$ cat src/rtl/hazard_ctrl.sv
// Pipeline interlock sequencer: turns load-use, branch and MDU hazards into per-stage
// stall/bubble/flush enables, stretching each hazard over its configured cycle count.
//   state    | meaning
//   RUN      | no hazard in progress; hazards act combinationally in the detection cycle
//   LU_STALL | holding PC and IF/ID, bubbling ID/EX for the remaining load-use cycles
//   FLUSH    | holding IF/ID clear for the remaining post-redirect cycles
//   MDU_WAIT | freezing the front end until the MDU completes or the watchdog fires
module hazard_ctrl #(
    parameter int LOAD_BUBBLES = 1,
    parameter int FLUSH_CYCLES = 2,
    parameter int MDU_TIMEOUT  = 64,
    parameter int CNT_W        = 16
) (
    input  logic             d_clk,
    input  logic             d_rst,
    input  logic             hc_i_load_use,
    input  logic             hc_i_branch_taken,
    input  logic             hc_i_mdu_start,
    input  logic             hc_i_mdu_done,
    output logic             hc_o_pc_stall,
    output logic             hc_o_fd_stall,
    output logic             hc_o_fd_flush,
    output logic             hc_o_ds_es_stall,
    output logic             hc_o_ds_es_bubble,
    output logic             hc_o_es_ms_bubble,
    output logic [1:0]       hc_o_state,
    output logic             hc_o_timeout,
    output logic [CNT_W-1:0] hc_o_stall_cnt
);

    localparam logic [1:0] S_RUN      = 2'd0;
    localparam logic [1:0] S_LU_STALL = 2'd1;
    localparam logic [1:0] S_FLUSH    = 2'd2;
    localparam logic [1:0] S_MDU_WAIT = 2'd3;

    localparam int CNT_MAX = (LOAD_BUBBLES > FLUSH_CYCLES) ? LOAD_BUBBLES : FLUSH_CYCLES;
    localparam int HW      = $clog2(CNT_MAX + 1);
    localparam int WW      = $clog2(MDU_TIMEOUT + 1);

    localparam logic [HW-1:0] LU_RELOAD = HW'(LOAD_BUBBLES - 1);
    localparam logic [HW-1:0] FL_RELOAD = HW'(FLUSH_CYCLES - 1);
    localparam logic [HW-1:0] CNT_ONE   = HW'(1);
    localparam logic [WW-1:0] WD_LAST   = WW'(MDU_TIMEOUT - 1);
    localparam logic [WW-1:0] WD_ONE    = WW'(1);

    logic [1:0]       state_q, state_d;
    logic [HW-1:0]    cnt_q, cnt_d;
    logic [WW-1:0]    wdog_q, wdog_d;
    logic             timeout_q, timeout_d;
    logic [CNT_W-1:0] stall_cnt_q, stall_cnt_d;

    always_comb begin
        state_d           = state_q;
        cnt_d             = cnt_q;
        wdog_d            = wdog_q;
        timeout_d         = timeout_q;
        hc_o_pc_stall     = 1'b0;
        hc_o_fd_stall     = 1'b0;
        hc_o_fd_flush     = 1'b0;
        hc_o_ds_es_stall  = 1'b0;
        hc_o_ds_es_bubble = 1'b0;
        hc_o_es_ms_bubble = 1'b0;
        case (state_q)
            S_RUN, S_LU_STALL: begin
                if (hc_i_branch_taken) begin
                    // Redirect wins: squash the wrong-path fetch and the ID consumer.
                    hc_o_fd_flush     = 1'b1;
                    hc_o_ds_es_bubble = 1'b1;
                    if (FLUSH_CYCLES > 1) begin
                        cnt_d   = FL_RELOAD;
                        state_d = S_FLUSH;
                    end else begin
                        state_d = S_RUN;
                    end
                end else if (state_q == S_RUN && hc_i_mdu_start) begin
                    hc_o_pc_stall     = 1'b1;
                    hc_o_fd_stall     = 1'b1;
                    hc_o_ds_es_stall  = 1'b1;
                    hc_o_es_ms_bubble = 1'b1;
                    wdog_d            = WD_ONE;
                    if (!hc_i_mdu_done) state_d = S_MDU_WAIT;
                end else if (state_q == S_LU_STALL || hc_i_load_use) begin
                    hc_o_pc_stall     = 1'b1;
                    hc_o_fd_stall     = 1'b1;
                    hc_o_ds_es_bubble = 1'b1;
                    if (state_q == S_LU_STALL) begin
                        if (cnt_q == CNT_ONE) state_d = S_RUN;
                        else                  cnt_d   = cnt_q - CNT_ONE;
                    end else if (LOAD_BUBBLES > 1) begin
                        cnt_d   = LU_RELOAD;
                        state_d = S_LU_STALL;
                    end
                end
            end
            S_FLUSH: begin
                hc_o_fd_flush = 1'b1;
                if (hc_i_branch_taken)   cnt_d   = FL_RELOAD;
                else if (cnt_q == CNT_ONE) state_d = S_RUN;
                else                     cnt_d   = cnt_q - CNT_ONE;
            end
            default: begin
                hc_o_pc_stall     = 1'b1;
                hc_o_fd_stall     = 1'b1;
                hc_o_ds_es_stall  = 1'b1;
                hc_o_es_ms_bubble = 1'b1;
                if (hc_i_mdu_done) begin
                    state_d = S_RUN;
                end else if (wdog_q == WD_LAST) begin
                    timeout_d = 1'b1;
                    state_d   = S_RUN;
                end else begin
                    wdog_d = wdog_q + WD_ONE;
                end
            end
        endcase
    end

    always_comb begin
        stall_cnt_d = stall_cnt_q;
        if (hc_o_pc_stall && stall_cnt_q != {CNT_W{1'b1}}) stall_cnt_d = stall_cnt_q + CNT_W'(1);
    end

    always_ff @(posedge d_clk or negedge d_rst) begin
        if (!d_rst) begin
            state_q     <= S_RUN;
            cnt_q       <= '0;
            wdog_q      <= '0;
            timeout_q   <= 1'b0;
            stall_cnt_q <= '0;
        end else begin
            state_q     <= state_d;
            cnt_q       <= cnt_d;
            wdog_q      <= wdog_d;
            timeout_q   <= timeout_d;
            stall_cnt_q <= stall_cnt_d;
        end
    end

    assign hc_o_state     = state_q;
    assign hc_o_timeout   = timeout_q;
    assign hc_o_stall_cnt = stall_cnt_q;

endmodule

$ cat config.mk
export PLATFORM = sky130hd
export DESIGN_NAME = hazard_ctrl
export DESIGN_NICKNAME = d
export VERILOG_FILES = /design/src/rtl/hazard_ctrl.sv
export SDC_FILE = /design/constraint.sdc
export NUM_CORES = 1
export LEC_CHECK = 0
export BUFFER_PORTS_ARGS = -buffer_cell sky130_fd_sc_hd__buf_2
export CAP_MARGIN = 20
export CORE_MARGIN = 4
export CORE_UTILIZATION = 50
export CTS_BUF_LIST = sky130_fd_sc_hd__clkbuf_8
export CTS_CLUSTER_DIAMETER = 60
export DETAILED_ROUTE_END_ITERATION = 8
export HOLD_SLACK_MARGIN = 0.1
export PLACE_DENSITY = 0.76
export SLEW_MARGIN = 20
export SYNTH_ARGS = -nofsm -noshare
export SYNTH_HDL_FRONTEND = slang
export SYNTH_SLANG_ARGS = --single-unit
$ cat constraint.sdc
create_clock -name d_clk -period 1.78 [get_ports d_clk]
set_input_delay 0 -clock d_clk [delete_from_list [all_inputs] [get_ports d_clk]]
set_output_delay 0 -clock d_clk [all_outputs]
set_load 0.03 [all_outputs]
## Yosys cells after proc, flatten, opt, wreduce, memory -nomap -nowiden

Cells that the tools add are included.

- Add/sub/neg operators: 3
- Muxes and demuxes: 34
- Equal/unequal tests: 16
- Reduce and logical (&&, ||, !) cells: 12
- Bitwise operators: 3

Operator list:

| operator | count |
|---|---|
| 2-to-1 mux 2 bit | 15 |
| 2-to-1 mux 7 bit | 4 |
| adder 16 x 1 -> 16 bit (second input constant) | 1 |
| != test 16 bit (second input constant) | 1 |
| case mux 7 bit (2 select lines) | 1 |
| != test 4 bit (second input constant) | 3 |
| AND reduction 5 bit | 2 |
| 2-to-1 mux 1 bit | 9 |
| != test 3 bit (second input constant) | 3 |
| case mux 2 bit (2 select lines) | 2 |
| adder 7 x 1 -> 7 bit (second input constant) | 1 |
| == test 7 x 6 -> 1 bit (second input constant) | 1 |
| != test 2 bit (second input constant) | 3 |
| case mux 1 bit (2 select lines) | 3 |
| == test 2 x 1 -> 1 bit (second input constant) | 2 |
| != test 2 x 1 -> 1 bit (second input constant) | 2 |
| AND reduction 4 bit | 1 |
| nonzero test 4 bit | 1 |
| NOT 1 bit | 3 |
| AND reduction 3 bit | 1 |
| OR reduction 3 bit | 1 |
| == test 2 bit (second input constant) | 1 |
| logical AND 1 bit | 2 |
| zero test 2 bit | 1 |
| other kinds (4) | 4 |

- Register bits: 28
- Output and inout bits: 25
- Word-level logic and storage cells: 73
- Input bits: 6

## Depth between registers and ports, before layout

- Depth after elaboration: 7
- Depth in mapped cells: 7
- Mapped depth without buffers: 6

## Worst setup path before layout

No wires, ideal clock.

- Path type: register to register
- Start: reg stall_cnt_q[0] (netlist: hc_o_stall_cnt[0])
- End: reg stall_cnt_q[1] (netlist: hc_o_stall_cnt[1])
- Library setup time: 125 ps
- Data required time: 1,655 ps
- Buffers on the path: 0
- Setup slack: -104 ps
- Stages on the path, launching flop included: 6
- Clock period less this slack: 1,884 ps
- Arrival: 1,759 ps
- Path through: dfrtp_1 ha_1 nand2_1 nor4_4 a21oi_2 mux2_4

- Word-level cells in the longest chain between the ends: 2
- Elaborated cells on any way between the ends: 3
- Those cells by class: add/sub: 1; eq/ne: 1; reduce/logical: 1

Ends and longest elaborated chain:

| what | RTL line | text |
|---|---|---|
| start, declared | 50 | `logic [CNT_W-1:0] stall_cnt_q, stall_cnt_d;` |
| start signal, assigned | 135 | `stall_cnt_q <= stall_cnt_d;` |
| parallel branches: the longest is 2 deep, another holds adder 16 x 1 -> 16 bit | n/a |  |

Several ways; the timed one is not identified.
A chain may end at the register's enable or synchronous reset.

## Worst setup path in the final report

- Start: reg stall_cnt_q[1] (netlist: hc_o_stall_cnt[1])
- End: reg stall_cnt_q[11] (netlist: hc_o_stall_cnt[11])

Same word-level chain as after synthesis.

==> metrics <==
Synth Area in Adders 2.40%; Worst Hold Endpoint hc_o_state[1]; Pwr Density 1320 nW/um2; vias per inst 5.52; overall power 2.50 mW; area post-placement 1810 um2; TritonCTS clock tree built; vias in the first global route 1340; Synth-to-Final Area Change 20.8%; largest family of logic cells by synthesized area simple AND/OR/NAND/NOR gates; crit path capture type register; mapped cell area 1560 um2; Worst Hold Class input pin to register; IO Port Bufs 30; GRT Max-Usage Layer met2; min-delay src hc_i_mdu_start; Slew @ Worst Pin 623 ps; worst hold margin 227 ps; Detailed Route Iter0 Violations 100; CP required 1930 ps; CTS Sinks 28; Area contributors post-synth dfrtp_1, xor2_1, nand2_1; FF-to-FF setup slack 150 ps; TritonCTS Buffers 3; largest net degree at the start of global routing 29; Skew-Pair Late Insertion Delay 270 ps; Detail Route Antenna Nets 0; Max VDD drop 0.767 mV; crit path DAT 1770 ps; die area 4080 um2; Tcrit/Tclk final 91.3%; Placeable Area 3030 um2; hold depth 5; via count 1341; GPL Wtd Cong 0.887; Post-Syn Instances 158; FF+latch count, synth 28; post-synthesis xor/xnor area fraction 6.73%; WL final 3.45 mm; fin crit period 1630 ps; top-area cell type share of the netlist area 44.9%; layout cells sized above 1 27.1%; met2 Use GR 31.5%; Most used DFF post-synth dfrtp_1; die width 63.9 um; Mean Syn Cell Area 9.88 um2; Post-synth EDFFs 0; clock skew 3.45 ps; reg2reg end hc_o_stall_cnt[11]; status finished, final reports clean; Seq/Total Area, Yosys 44.9%; launching point of the worst reg2reg path hc_o_stall_cnt[1]; number of buffers and inverters on the critical path 0; final hold vios 0; M3 GR Usage 2.81%; net count after synthesis 167; FMAX 615 MHz; post-synth top area cell dfrtp_1; Worst setup SP type register; post-synthesis compound-gate area fraction 18.2%; initial antenna violation count 0; Slew HR 58.5%; synth cell count leaders dfrtp_1, nand2_1, xor2_1; setup TNS 0 ps; # setup viols final 0; htree depth 1; post-DP HPWL 2.56 mm; Root Driver clkbuf_8; total congestion overflow 0; Max Cap Viol 0; Worst-path clk slew 90 ps; Ports 31; gr usage total 19.0%; routed len/inst 14.2 um; fraction of registers with async set/reset 100%; Design Area, Final 1890 um2; global-route wire length before repair 6.18 mm; Die H 63.9 um; Crit path largest cell delay 470 ps; num rows 20; simple-gate share of the synthesized area 20.9%; worst r2r path cells 5; largest delay contributor family on the critical path compound AO/OA/AOI/OAI gates; slowest CP cell o311ai_1; CP cell instances ha_2 -> nand2_1 -> o311ai_1 -> nor4_1 -> xor2_1; GR Layer Usage met1 24.6%; buffer count from post-CTS setup fixing 0; Initial Utilization 51.6%; crit path from hc_o_stall_cnt[1]; Setup CP Type register to register; first-pass detailed-route iteration total 4; top-count cell post-synth dfrtp_1; # DRC 0; CTS max path bufs 2; maximum fanout along the worst path 6; Max Slew Vio Count 0; multiplexer area fraction after synthesis 2.40%; unrepaired setup endpoints after global routing false; Yosys warning count 0; static leakage 0.874 nW; count of cell types in the netlist 43; post-layout net count 209; antenna cells 0
[how the worst max path moves through the flow]
| stage | end | slack, ps | cells past startpoint |
|---|---|---|---|
| 5_1_grt | hc_o_stall_cnt[14] | 20 | 4 |
| 6_report | hc_o_stall_cnt[11] | 150 | 5 |
| 3_5_place_dp | hc_o_stall_cnt[13] | 130 | 5 |
| 3_3_place_gp | hc_o_stall_cnt[14] | 180 | 4 |
| 4_1_cts | hc_o_stall_cnt[9] | 110 | 5 |
| 2_1_floorplan | hc_o_stall_cnt[1] | 3 | 4 |
[layout by cell type (no fill, tap or decap), types with 2 or more instances in the layout]
cell type / n
o2bb2ai_1: 3
o21bai_1: 3
inv_1: 10
mux2_2: 2
xor2_1: 11
dlygate4sd3_1: 3
a31oi_1: 2
nand4_1: 2
nand3b_1: 2
nor2_1: 7
nor2b_1: 2
nand2b_1: 3
clkbuf_8: 3
dfrtp_1: 25
nor4_1: 5
buf_2: 30
o31ai_1: 2
nor3_1: 8
buf_4: 10
a22oi_1: 3
and2_1: 3
o21ai_0: 5
nand3_1: 6
a211oi_1: 3
a22o_1: 2
ha_1: 2
o22ai_1: 2
dfrtp_2: 3
a21boi_0: 3
a21oi_1: 7
nand2_1: 11
[through the flow]
| step | utilization [%] | worst slack (ps) | instances |
|---|---|---|---|
| 2_1_floorplan | - | 3.08 | 158 |
| 3_3_place_gp | 59.8 | 177 | 236 |
| 3_5_place_dp | 59.8 | 129 | 236 |
| 4_1_cts | 62.2 | 115 | 243 |
| 5_1_grt | 62.3 | 16.0 | 243 |
| 6_report | 62.3 | 155 | 243 |
[layout make-up]
type | instances | area (um2)
Timing Repair Buffer | 43 | 255
Tap cell | 44 | 55.1
Sequential cell | 28 | 704
Fill cell | 264 | 1140
Clock buffer | 3 | 41.3
Clock inverter | 1 | 3.75
Inverter | 9 | 33.8
Multi-Input combinational cell | 115 | 793
[worst register-to-register path, cell delays in order (launching register included)]
cell,delay [ps]
dfrtp_2,420
ha_2,230
nand2_1,110
o311ai_1,470
nor4_1,110
xor2_1,160
[repair_timing]
item                                   in CTS  in global routing
setup endpoints to repair                   0                  3
endpoints found under the hold margin      32                  0
resized for setup                           0                  1
hold buffers                                3                  0
[registers in the layout (all words and copies together), names as in the netlist]
name and count:
cnt_q 2, hc_o_stall_cnt 16, wdog_q 7, hc_o_state 2, hc_o_timeout 1
[kinds of logic after synthesis]
| logic type | after synthesis |
|---|---|
| XOR/XNOR | 12 |
| buffers and inverters | 15 |
| flip-flops | 28 |
| multiplexers | 3 |
| AO/OA/AOI/OAI | 41 |
| adder cells (fa/ha/maj) | 3 |
| AND/OR/NAND/NOR | 56 |
[power breakdown]
| group | switching, mW | leakage [nW] | internal (mW) |
|---|---|---|---|
| Combinational | 0.754 | 0.509 | 0.436 |
| Clock | 0.189 | 0.0269 | 0.155 |
| Sequential | 0.170 | 0.338 | 0.794 |
| Total | 1.11 | 0.874 | 1.38 |
[routing by layer]
| layer | vias up | wire length (um) | part of all wire, % |
|---|---|---|---|
| li1 | 659 | - | - |
| met1 | 648 | 1560 | 45 |
| met2 | 32 | 1710 | 50 |
| met3 | 2 | 153 | 4.4 |
| met4 | 0 | 25 | 0.73 |
| met5 | - | 0 | 0 |
(Power assumes the default switching activity.)
